--- config.mk ---
export PLATFORM = sky130hd
export DESIGN_NAME = ms_uart_tx_param
export DESIGN_NICKNAME = d
export VERILOG_FILES = /design/src/rtl/ms_uart_pkg.sv /design/src/rtl/ms_uart_sync_fifo.sv /design/src/rtl/ms_uart_tx_param.sv
export SDC_FILE = /design/constraint.sdc
export NUM_CORES = 1
export LEC_CHECK = 0
export BUFFER_PORTS_ARGS = -buffer_cell sky130_fd_sc_hd__clkbuf_2
export CORE_MARGIN = 5
export CORE_UTILIZATION = 25
export CTS_BUF_LIST = sky130_fd_sc_hd__clkbuf_4
export DETAILED_ROUTE_END_ITERATION = 6
export PLACE_DENSITY_LB_ADDON = 0.15
export SYNTH_ARGS = -nofsm -noshare
export SYNTH_HDL_FRONTEND = slang
export SYNTH_SLANG_ARGS = --single-unit
--- constraint.sdc ---
create_clock -name CLK -period 3 [get_ports CLK]
set_clock_uncertainty 0.15 [all_clocks]
set_input_delay 0.3 -clock CLK [delete_from_list [all_inputs] [get_ports CLK]]
set_output_delay 0.3 -clock CLK [all_outputs]
set_load 0.01 [all_outputs]
--- src/rtl/ms_uart_pkg.sv ---
// ms_uart_pkg
//   Shared types and constants for the parametrised UART transmitter.
//   - parity_e   : frame parity mode as decoded from UCR[2:1]
//   - tx_state_e : serialiser FSM states
//   - UCR_*      : bit positions inside the UCR control register
package ms_uart_pkg;

    typedef enum logic [1:0] {
        NONE = 2'd0,
        EVEN = 2'd1,
        ODD  = 2'd2
    } parity_e;

    typedef enum logic [2:0] {
        IDLE   = 3'd0,
        START  = 3'd1,
        DATA   = 3'd2,
        PARITY = 3'd3,
        STOP   = 3'd4
    } tx_state_e;

    localparam int UCR_TXEN    = 0;
    localparam int UCR_PAR_LSB = 1;
    localparam int UCR_TWOSTOP = 3;
    localparam int UCR_OVFCLR  = 7;

    // Both 00 and 11 mean "no parity".
    function automatic parity_e decode_parity(input logic [1:0] field);
        case (field)
            2'b01:   return EVEN;
            2'b10:   return ODD;
            default: return NONE;
        endcase
    endfunction

endpackage

--- src/rtl/ms_uart_sync_fifo.sv ---
// ms_uart_sync_fifo
//   Single-clock FIFO with show-ahead head word.
//   Ports:
//     clk, rst_n      : clock, asynchronous active-low reset
//     push, wr_data   : enqueue request and word; a push while full is only
//                       accepted when a pop happens in the same cycle
//     pop             : dequeue the head word (ignored while empty)
//     rd_data         : current head word, read straight from storage flops
//     full/empty/level: registered occupancy flags, valid after the edge
module ms_uart_sync_fifo #(
    parameter int WIDTH = 8,
    parameter int DEPTH = 16
) (
    input  logic                         clk,
    input  logic                         rst_n,
    input  logic                         push,
    input  logic [WIDTH-1:0]             wr_data,
    input  logic                         pop,
    output logic [WIDTH-1:0]             rd_data,
    output logic                         full,
    output logic                         empty,
    output logic [$clog2(DEPTH+1)-1:0]   level
);

    localparam int AW = $clog2(DEPTH);

    logic [WIDTH-1:0] mem_q [DEPTH];

    // Pointers carry one extra wrap bit so full and empty are distinguishable.
    logic [AW:0] wr_ptr_q, wr_ptr_d;
    logic [AW:0] rd_ptr_q, rd_ptr_d;
    logic [AW:0] level_q, level_d;
    logic        full_q, full_d;
    logic        empty_q, empty_d;
    logic        do_push, do_pop;

    always_comb begin
        do_pop   = pop && !empty_q;
        // A pop in the same cycle frees the slot the push writes into.
        do_push  = push && (!full_q || do_pop);
        wr_ptr_d = wr_ptr_q + (AW + 1)'(do_push);
        rd_ptr_d = rd_ptr_q + (AW + 1)'(do_pop);
        level_d  = wr_ptr_d - rd_ptr_d;
        empty_d  = (wr_ptr_d == rd_ptr_d);
        full_d   = (wr_ptr_d[AW] != rd_ptr_d[AW]) &&
                   (wr_ptr_d[AW-1:0] == rd_ptr_d[AW-1:0]);
    end

    always_ff @(posedge clk or negedge rst_n) begin
        if (!rst_n) begin
            wr_ptr_q <= '0;
            rd_ptr_q <= '0;
            level_q  <= '0;
            full_q   <= 1'b0;
            empty_q  <= 1'b1;
        end else begin
            wr_ptr_q <= wr_ptr_d;
            rd_ptr_q <= rd_ptr_d;
            level_q  <= level_d;
            full_q   <= full_d;
            empty_q  <= empty_d;
        end
    end

    always_ff @(posedge clk) begin
        if (do_push) begin
            mem_q[wr_ptr_q[AW-1:0]] <= wr_data;
        end
    end

    assign rd_data = mem_q[rd_ptr_q[AW-1:0]];
    assign full    = full_q;
    assign empty   = empty_q;
    assign level   = level_q;

endmodule

--- src/rtl/ms_uart_tx_param.sv ---
// ms_uart_tx_param
//   UART transmitter: TX FIFO followed by a baud-timed serialiser.
//   Ports:
//     CLK, RESETN      : clock, asynchronous active-low reset
//     TX_DIN, write_fifo : word to enqueue and single-cycle enqueue strobe
//     UBRR             : baud divisor, one bit = UBRR+1 clocks
//     UCR              : [0] tx_en, [2:1] parity, [3] two_stop, [7] ovf_clr
//     TX               : serial line, idle high
//     tx_busy          : high while a frame is on the line
//     tx_full/tx_empty/tx_level : FIFO occupancy (registered)
//     tx_overflow      : sticky, set when a write was dropped
module ms_uart_tx_param
    import ms_uart_pkg::*;
#(
    parameter int DATA_W     = 8,
    parameter int FIFO_DEPTH = 16,
    parameter int CNT_W      = $clog2(FIFO_DEPTH + 1)
) (
    input  logic              CLK,
    input  logic              RESETN,
    input  logic [DATA_W-1:0] TX_DIN,
    input  logic              write_fifo,
    input  logic [15:0]       UBRR,
    input  logic [7:0]        UCR,
    output logic              TX,
    output logic              tx_busy,
    output logic              tx_full,
    output logic              tx_empty,
    output logic              tx_overflow,
    output logic [CNT_W-1:0]  tx_level
);

    localparam int IDX_W = $clog2(DATA_W);

    tx_state_e         state_q, state_d;
    logic [15:0]       cnt_q, cnt_d;
    logic [IDX_W-1:0]  bit_idx_q, bit_idx_d;
    logic              stop2_q, stop2_d;
    logic              ovf_q, ovf_d;

    // Frame registers: snapshot of word and configuration taken at pop.
    logic [DATA_W-1:0] data_q, data_d;
    logic [15:0]       ubrr_q, ubrr_d;
    parity_e           par_q, par_d;
    logic              two_stop_q, two_stop_d;

    logic              tx_en, tick, load, pop, drop, tx_bit;
    logic [DATA_W-1:0] fifo_head;
    logic              fifo_full, fifo_empty;
    logic              unused_ucr;

    assign tx_en      = UCR[UCR_TXEN];
    assign tick       = (cnt_q == ubrr_q);
    assign unused_ucr = ^UCR[6:4];

    ms_uart_sync_fifo #(
        .WIDTH (DATA_W),
        .DEPTH (FIFO_DEPTH)
    ) u_fifo (
        .clk     (CLK),
        .rst_n   (RESETN),
        .push    (write_fifo),
        .wr_data (TX_DIN),
        .pop     (pop),
        .rd_data (fifo_head),
        .full    (fifo_full),
        .empty   (fifo_empty),
        .level   (tx_level)
    );

    always_comb begin
        state_d    = state_q;
        cnt_d      = tick ? 16'd0 : cnt_q + 16'd1;
        bit_idx_d  = bit_idx_q;
        stop2_d    = stop2_q;
        data_d     = data_q;
        ubrr_d     = ubrr_q;
        par_d      = par_q;
        two_stop_d = two_stop_q;
        load       = 1'b0;
        pop        = 1'b0;

        case (state_q)
            IDLE: begin
                cnt_d = 16'd0;
                if (tx_en && !fifo_empty) load = 1'b1;
            end
            START: begin
                if (tick) begin
                    state_d   = DATA;
                    bit_idx_d = '0;
                end
            end
            DATA: begin
                if (tick) begin
                    if (bit_idx_q == IDX_W'(DATA_W - 1)) begin
                        state_d = (par_q == NONE) ? STOP : PARITY;
                        stop2_d = 1'b0;
                    end else begin
                        bit_idx_d = bit_idx_q + 1'b1;
                    end
                end
            end
            PARITY: begin
                if (tick) state_d = STOP;
            end
            STOP: begin
                if (tick) begin
                    if (two_stop_q && !stop2_q) begin
                        stop2_d = 1'b1;
                    end else if (tx_en && !fifo_empty) begin
                        // Chain straight into the next frame, no idle gap.
                        load = 1'b1;
                    end else begin
                        state_d = IDLE;
                    end
                end
            end
            default: state_d = IDLE;
        endcase

        if (load) begin
            pop        = 1'b1;
            state_d    = START;
            cnt_d      = 16'd0;
            data_d     = fifo_head;
            ubrr_d     = UBRR;
            par_d      = decode_parity(UCR[UCR_PAR_LSB +: 2]);
            two_stop_d = UCR[UCR_TWOSTOP];
        end

        // A drop in the same cycle as ovf_clr keeps the flag set.
        drop  = write_fifo && fifo_full && !pop;
        ovf_d = drop || (ovf_q && !UCR[UCR_OVFCLR]);
    end

    always_ff @(posedge CLK or negedge RESETN) begin
        if (!RESETN) begin
            state_q   <= IDLE;
            cnt_q     <= 16'd0;
            bit_idx_q <= '0;
            stop2_q   <= 1'b0;
            ovf_q     <= 1'b0;
        end else begin
            state_q   <= state_d;
            cnt_q     <= cnt_d;
            bit_idx_q <= bit_idx_d;
            stop2_q   <= stop2_d;
            ovf_q     <= ovf_d;
        end
    end

    always_ff @(posedge CLK) begin
        data_q     <= data_d;
        ubrr_q     <= ubrr_d;
        par_q      <= par_d;
        two_stop_q <= two_stop_d;
    end

    // Line level decoded from registered state, so reset forces it high at once.
    always_comb begin
        case (state_q)
            START:   tx_bit = 1'b0;
            DATA:    tx_bit = data_q[bit_idx_q];
            PARITY:  tx_bit = (par_q == ODD) ? ~(^data_q) : (^data_q);
            default: tx_bit = 1'b1;
        endcase
    end

    assign TX          = tx_bit;
    assign tx_busy     = (state_q != IDLE);
    assign tx_full     = fifo_full;
    assign tx_empty    = fifo_empty;
    assign tx_overflow = ovf_q;

endmodule

==> impl_metrics.csv, run 1 <==
group,metric,value,unit
yosys,synth_cell_types,57,
final_layout,drive_gt1_share,33.44,%
worst_setup_path,r2r_cells,14,
timing,relSlewSlack,26.64,%
worst_setup_path,rrSetupSlack,90,ps
timing,slew_violations,0,
power,peakVddDrop,0.0003327,V
clock_network,cts.sinks,196,
final_layout,fin_util,31.10,%
worst_setup_path,rr_endpoint,"u_fifo.level[3]",
clock_network,clock_latency,610,ps
global_route,use_met1,13.83,%
yosys,synth-edff-count,155,
timing,fmaxAchievable,343.2,MHz
yosys,yosys_warnings,0,
clock_network,cts_root_buf,"clkbuf_4",
clock_network,cts_tree,"built",
detailed_routing,viasPerCell,4.165,
timing,min_period,2914,ps
floorplan,initial_core_util,25.27,%
worst_setup_path,r2r_start,"cnt_q[14]",
worst_setup_path,required,3390,ps
global_route,use_met2,15.68,%
timing,rsz0062_at_grt,"true",
yosys,async_flop_share,20.92,%
yosys,seq_area_frac_synth,69.11,%
worst_hold_path,min_path_type,"input port to flop",
detailed_routing,ant_nets,0,
worst_setup_path,crit_path_start_kind,"flop",
timing,hold_viol,0,
timing,holdWs,253.2,ps
worst_hold_path,hold_depth,2,
detailed_routing,num_vias,4415,
global_route,grtUsageTotal,10.02,%
floorplan,io_pins,45,
floorplan,die_area,0.03661,mm2
detailed_routing,drc,0,
worst_hold_path,min-delay-start,"UBRR[13]",
job,cap_violations,0,
floorplan,core-area,0.03254,mm2
floorplan,placementRows,66,
worst_setup_path,critical_path_class,"flop to flop",
detailed_routing,drt_iter0_drc,176,
worst_setup_path,endpoint_kind,"flop",
timing,worst_slew_pin_slew,1100,ps
yosys,synthCells,472,
power,leakagePower,3.539,nW
yosys,syn_avg_cell_area,17.42,um2
yosys,synth_seq_cells,196,
detailed_routing,routed_wl,17520,um
place,portBuffers,41,
worst_setup_path,critPathMaxFanout,4,
global_route,antenna_found_initial,1,
power,power_density,573.4,mW/mm2
final_layout,areaGrowthSynthToFinish,23.09,%
yosys,netlist_area,0.008222,mm2
place,dpl.hpwl,11970,um
clock_network,cts_buffer_depth,2,
place,globalplace.congestion,0.7332,
final_layout,nNetsFinal,647,
global_route,grt_max_degree,42,
global_route,grt_most_used_layer,"met2",
detailed_routing,routedWlPerCell,16.53,um
global_route,grt_overflow,0,
detailed_routing,drt-pass1-iter-count,5,
floorplan,die_y,191.3,um
clock_network,h-tree-depth,4,
global_route,grt_util_met3,2.264,%
clock_network,clk_pin_slew,170,ps
global_route,grt_pass1_wl,27320,um
floorplan,fp.dieW,191.3,um
timing,fin_crit_sh,97.13,%
worst_hold_path,min_to,"ubrr_q[13]",
yosys,synthFlopType,"edfxtp_1",
timing,setup_viol,0,
global_route,grt_pass1_vias,4622,
clock_network,numCtsBuffers,17,
status,outcome,"finished clean",
yosys,synth_fp_nets,519,
worst_setup_path,cp.arrival,3300,ps
==> worst max-delay path, cell delays in order (launching register included) <==
cell	delay, ps
dfrtp_1	440
xnor2_2	170
nand4_1	180
nor4_4	300
buf_4	180
a21oi_4	70
nor2b_1	120
ha_2	210
ha_4	150
xor2_1	150
ha_1	280
nand2_1	80
nor2_1	50
a211oi_2	160
xnor2_1	150
==> per-stage QoR <==
| step | power [mW] | std cells | worst slack (ps) | setup TNS [ps] | area, um2 |
|---|---|---|---|---|---|
| 5_1_grt | 6.135 | 1060 | -105.8 | -209.7 | 10120 |
| 3_3_place_gp | 4.205 | 986 | -97.74 | -163.2 | 9298 |
| 3_5_place_dp | 4.236 | 986 | -131.6 | -248.7 | 9298 |
| 6_report | 5.802 | 1060 | 86.11 | 0 | 10120 |
| 2_1_floorplan | 3.840 | 472 | 65.44 | 0 | 8222 |
| 4_1_cts | 5.850 | 1052 | 1.907 | 0 | 9962 |
==> cells in the mapped netlist (2+ instances only) <==
master,count,share of area [%]
a21o_1,2,0.18
a21oi_1,3,0.18
a22o_1,3,0.32
a31oi_1,2,0.15
and3_1,3,0.23
and4_1,3,0.32
buf_2,9,0.55
buf_6,2,0.27
clkbuf_1,6,0.27
dfrtp_1,40,12
edfxtp_1,155,57
ha_1,11,1.7
inv_1,19,0.87
mux4_2,42,12
nand2_1,16,0.73
nand2b_1,5,0.38
nand3_1,12,0.73
nand4_1,6,0.46
nor2_1,26,1.2
nor2b_1,5,0.38
nor3_1,8,0.49
nor4_1,5,0.38
nor4_2,3,0.46
nor4b_1,3,0.32
o21ai_0,4,0.24
o22ai_1,2,0.15
xnor2_1,35,3.7
xor2_1,13,1.4
==> cell families (layout without fill, tap and decap cells) <==
logic type | Yosys count | after routing | share of synthesized area (%)
and+or+nand+nor | 106 | 106 | 7.305
adders and majority gates | 12 | 12 | 1.918
other | 0 | 5 | 0
muxes | 44 | 44 | 11.76
xor gates and xnor gates | 49 | 49 | 5.387
AOI/OAI and AO/OA | 27 | 27 | 2.405
buffers and inverters | 38 | 179 | 2.115
DFF | 196 | 196 | 69.11
==> area by class of cell <==
cell class,instances,area [um2]
timing repair buffer,128,965.9
clock buffer,18,135.1
clock inverter,14,180.2
inverter,19,71.32
fill,3243,22420
tap,442,553.0
antenna,5,12.51
sequential,196,5683
multi-input combinational,238,2519
==> state kept, by name, summed over array words and instances, names as in the netlist <==
name and flops:
bit_idx_q 3, cnt_q 16, data_q 8, par_q 2
state_q 3, stop2_q 1, two_stop_q 1, tx_overflow 1
u_fifo.empty 1, u_fifo.full 1, u_fifo.level 5, u_fifo.mem_q 128
u_fifo.rd_ptr_q 5, u_fifo.wr_ptr_q 5, ubrr_q 16
==> metal layers <==
metal | part of all wire, % | vias up
met5 | 0 | -
met1 | 48 | 2264
met3 | 3.3 | 9
met2 | 47 | 59
li1 | - | 2083
met4 | 1.2 | 0
==> report_power, final <==
part / total (mW) / internal [mW] / switching (mW)
clock network: 1.52 / 0.480 / 1.04
logic: 0.950 / 0.431 / 0.519
registers: 3.33 / 3.19 / 0.139
total: 5.80 / 4.10 / 1.70
==> what timing repair did <==
item                                    CTS  global route
hold endpoints to repair                190             0
pin swaps                                 3            17
hold buffers                             33             0
endpoints found under the setup margin    4             5
resized for setup                         3            20
setup buffers                             1             3
==> cell usage in the layout (no fill, tap or decap), drive strengths merged, types with 2 or more instances in the layout <==
cell	synthesis	routed
a22o	3	3
inv	19	27
dlygate4sd3	0	33
and3	4	4
ha	11	11
edfxtp	155	155
clkinv	0	4
nand4	6	6
a21oi	4	4
nor4b	3	3
xnor2	35	35
xor2	13	13
nand3	12	12
nor2b	5	5
mux4	42	42
nor2	26	26
buf	12	54
nand2b	5	5
clkbuf	7	59
a31oi	2	2
diode	0	5
o22ai	2	2
nand2	16	16
dfrtp	40	40
o21ai	4	4
nor4	9	9
nor3	8	8
and4	3	3
a21o	2	2
==> worst max path at each step <==
stage,start,to,depth (start not counted)
final,cnt_q[14],u_fifo.level[3],14
after global placement,ubrr_q[14],u_fifo.level[3],13
after global routing,cnt_q[14],u_fifo.level[4],14
after floorplan,cnt_q[2],u_fifo.level[3],14
after CTS,ubrr_q[13],u_fifo.level[4],14
after detailed placement,ubrr_q[14],u_fifo.level[3],13
No activity file was read; power rests on OpenSTA's default activity.
==> run 2: changes to the inputs <==
- CORE_ASPECT_RATIO: not set -> 0.6
- clock period: 3 -> 3.6 ns (I/O delays scaled with it)
==> run 2 against run 1 <==
  * Critical path type unchanged
  * Highest routed layer unchanged
  * Wire length up 6.9%
  * Fmax down 11%
  * Largest cell class unchanged
  * Combinational power down 26%
  * Register-to-register slack better by 250 ps
  * Total power down 18%
  * Via count down 1.3%
==> impl_metrics.csv, run 2 (synthesis results as in run 1) <==
group,metric,value,unit
floorplan,fp.dieW,244.1,um
timing,slew_violations,0,
timing,fmaxAchievable,306.8,MHz
clock_network,clk_pin_slew,180,ps
job,cap_violations,0,
clock_network,cts_root_buf,"clkbuf_4",
clock_network,clock_latency,640,ps
global_route,use_met1,16.50,%
timing,min_period,3260,ps
final_layout,regArea,0.005683,mm2
worst_setup_path,critPathMaxFanout,4,
global_route,grt_overflow,0,
worst_setup_path,critical_path_class,"flop to flop",
final_layout,areaGrowthSynthToFinish,17.68,%
detailed_routing,routed_wl,18740,um
detailed_routing,drt-pass1-iter-count,5,
final_layout,fill_cells,3223,
floorplan,placementRows,51,
detailed_routing,viasPerCell,4.322,
clock_network,cts.sinks,196,
worst_setup_path,crit_path_start_kind,"flop",
clock_network,h-tree-depth,4,
detailed_routing,drt_iter0_drc,350,
power,power_density,492.4,mW/mm2
timing,hold_viol,0,
worst_hold_path,min_path_type,"input port to flop",
detailed_routing,routedWlPerCell,18.59,um
timing,holdWs,70.36,ps
timing,tns,0,ps
worst_setup_path,cp.arrival,3670,ps
global_route,grt_most_used_layer,"met1",
status,outcome,"finished clean",
worst_setup_path,endpoint_kind,"flop",
power,leakagePower,3.345,nW
place,globalplace.congestion,0.7242,
final_layout,fin_cells,1008,
place,dp.cells,942,
global_route,grt_pass1_wl,28250,um
detailed_routing,ant_nets,0,
global_route,grt_max_degree,42,
timing,relSlewSlack,54.88,%
floorplan,core-area,0.03242,mm2
final_layout,mostFrequentLayoutCell,"edfxtp_1",
worst_setup_path,required,4010,ps
floorplan,io_pins,45,
final_layout,nNetsFinal,616,
floorplan,die_y,150.5,um
place,portBuffers,41,
clock_network,cts_resized,0,
place,dpl.hpwl,12710,um
clock_network,numCtsBuffers,17,
power,peakVddDrop,0.0001780,V
global_route,use_met2,14.33,%
global_route,grt_pass1_vias,4464,
global_route,grtUsageTotal,10.60,%
detailed_routing,num_vias,4357,
timing,worst_slew_pin_slew,676.8,ps
final_layout,drive_gt1_share,26.29,%
clock_network,cts_tree,"built",
final_layout,multiInputGateArea,0.002366,mm2
timing,fin_crit_sh,90.55,%
global_route,grt_util_met3,2.999,%
final_layout,final_cell_mix,"155 x edfxtp_1, 42 x mux4_2, 41 x clkbuf_2",
timing,rsz0062_at_grt,"false",
floorplan,die_area,0.03673,mm2
clock_network,cts_buffer_depth,2,
floorplan,initial_core_util,25.36,%
final_layout,largest_reg_flops,128,
global_route,antenna_found_initial,5,
detailed_routing,drc,0,
timing,setup_viol,0,
-- run 2: cell types whose count changed in the layout (fill, tap and decap cells not counted), moves of 2 or more --
cell           previous run  this run
buf_12                    2         0
buf_4                    52        25
clkinv_8                  3         1
diode_2                   5         2
dlygate4sd3_1            33        31
ha_1                      5        11
ha_2                      2         0
ha_4                      4         0
nor4b_1                   0         3
nor4b_2                   3         0
xnor2_1                  29        35
xnor2_2                   6         0
-- run 2: path summary, 6_finish.rpt --
path                                          from                  to  slack (ps)  cells past startpoint
worst max-delay path                     cnt_q[10]     u_fifo.level[4]         340                     12
worst min-delay path                    write_fifo  u_fifo.wr_ptr_q[0]          70                      3
worst max register to register           cnt_q[10]     u_fifo.level[4]         340                     12
worst min register to register  u_fifo.rd_ptr_q[4]  u_fifo.rd_ptr_q[4]         390                      2
max in group asynchronous                   RESETN  u_fifo.rd_ptr_q[0]        2690                      3
min in group asynchronous                   RESETN           cnt_q[13]         150                      3
-- run 2: where the power goes --
group          total, mW  internal, mW  switching (mW)
Clock               1.29         0.448           0.846
Combinational      0.704         0.288           0.416
Sequential          2.77          2.66           0.105
-- run 2: area by class of cell --
class	instances	area share [%]
sequential	196	58.74
multi-input combinational	238	24.45
timing repair buffer	97	7.268
tap	424	5.483
clock inverter	15	1.953
clock buffer	17	1.319
inverter	19	0.7371
antenna	2	0.05173
-- run 2: stage by stage --
stage	cell area (um2)	utilization [%]	setup slack, ps	total power [mW]
4_1_cts	9653	29.78	260.5	4.839
2_1_floorplan	8222	-	665.4	3.200
3_5_place_dp	9036	27.88	313.6	3.508
5_1_grt	9676	29.85	14.52	5.023
6_report	9676	29.85	340.1	4.764
3_3_place_gp	9036	27.88	357.4	3.494
-- run 2: worst max-delay path, stage by stage (launching register included) --
cell and delay (ps):
dfrtp_1 550, xnor2_1 160, nand4_1 210, nor4_4 310
nand2_1 140, nand2_1 170, ha_1 190, ha_1 190
xnor2_1 230, ha_1 330, a21o_1 190, a21oi_1 200
xnor2_1 150
-- run 2: what timing repair did --
| item | 4_1_cts | 5_1_grt |
|---|---|---|
| setup buffers | 0 | 1 |
| hold buffers | 30 | 1 |
| setup endpoints to repair | 0 | 2 |
| endpoints found under the hold margin | 134 | 9 |
-- run 2: routing by layer --
metal | vias up | wire length [um]
met5 | - | 0
met4 | 0 | 209
met3 | 15 | 712
met2 | 71 | 7718
met1 | 2257 | 10100
li1 | 2014 | -
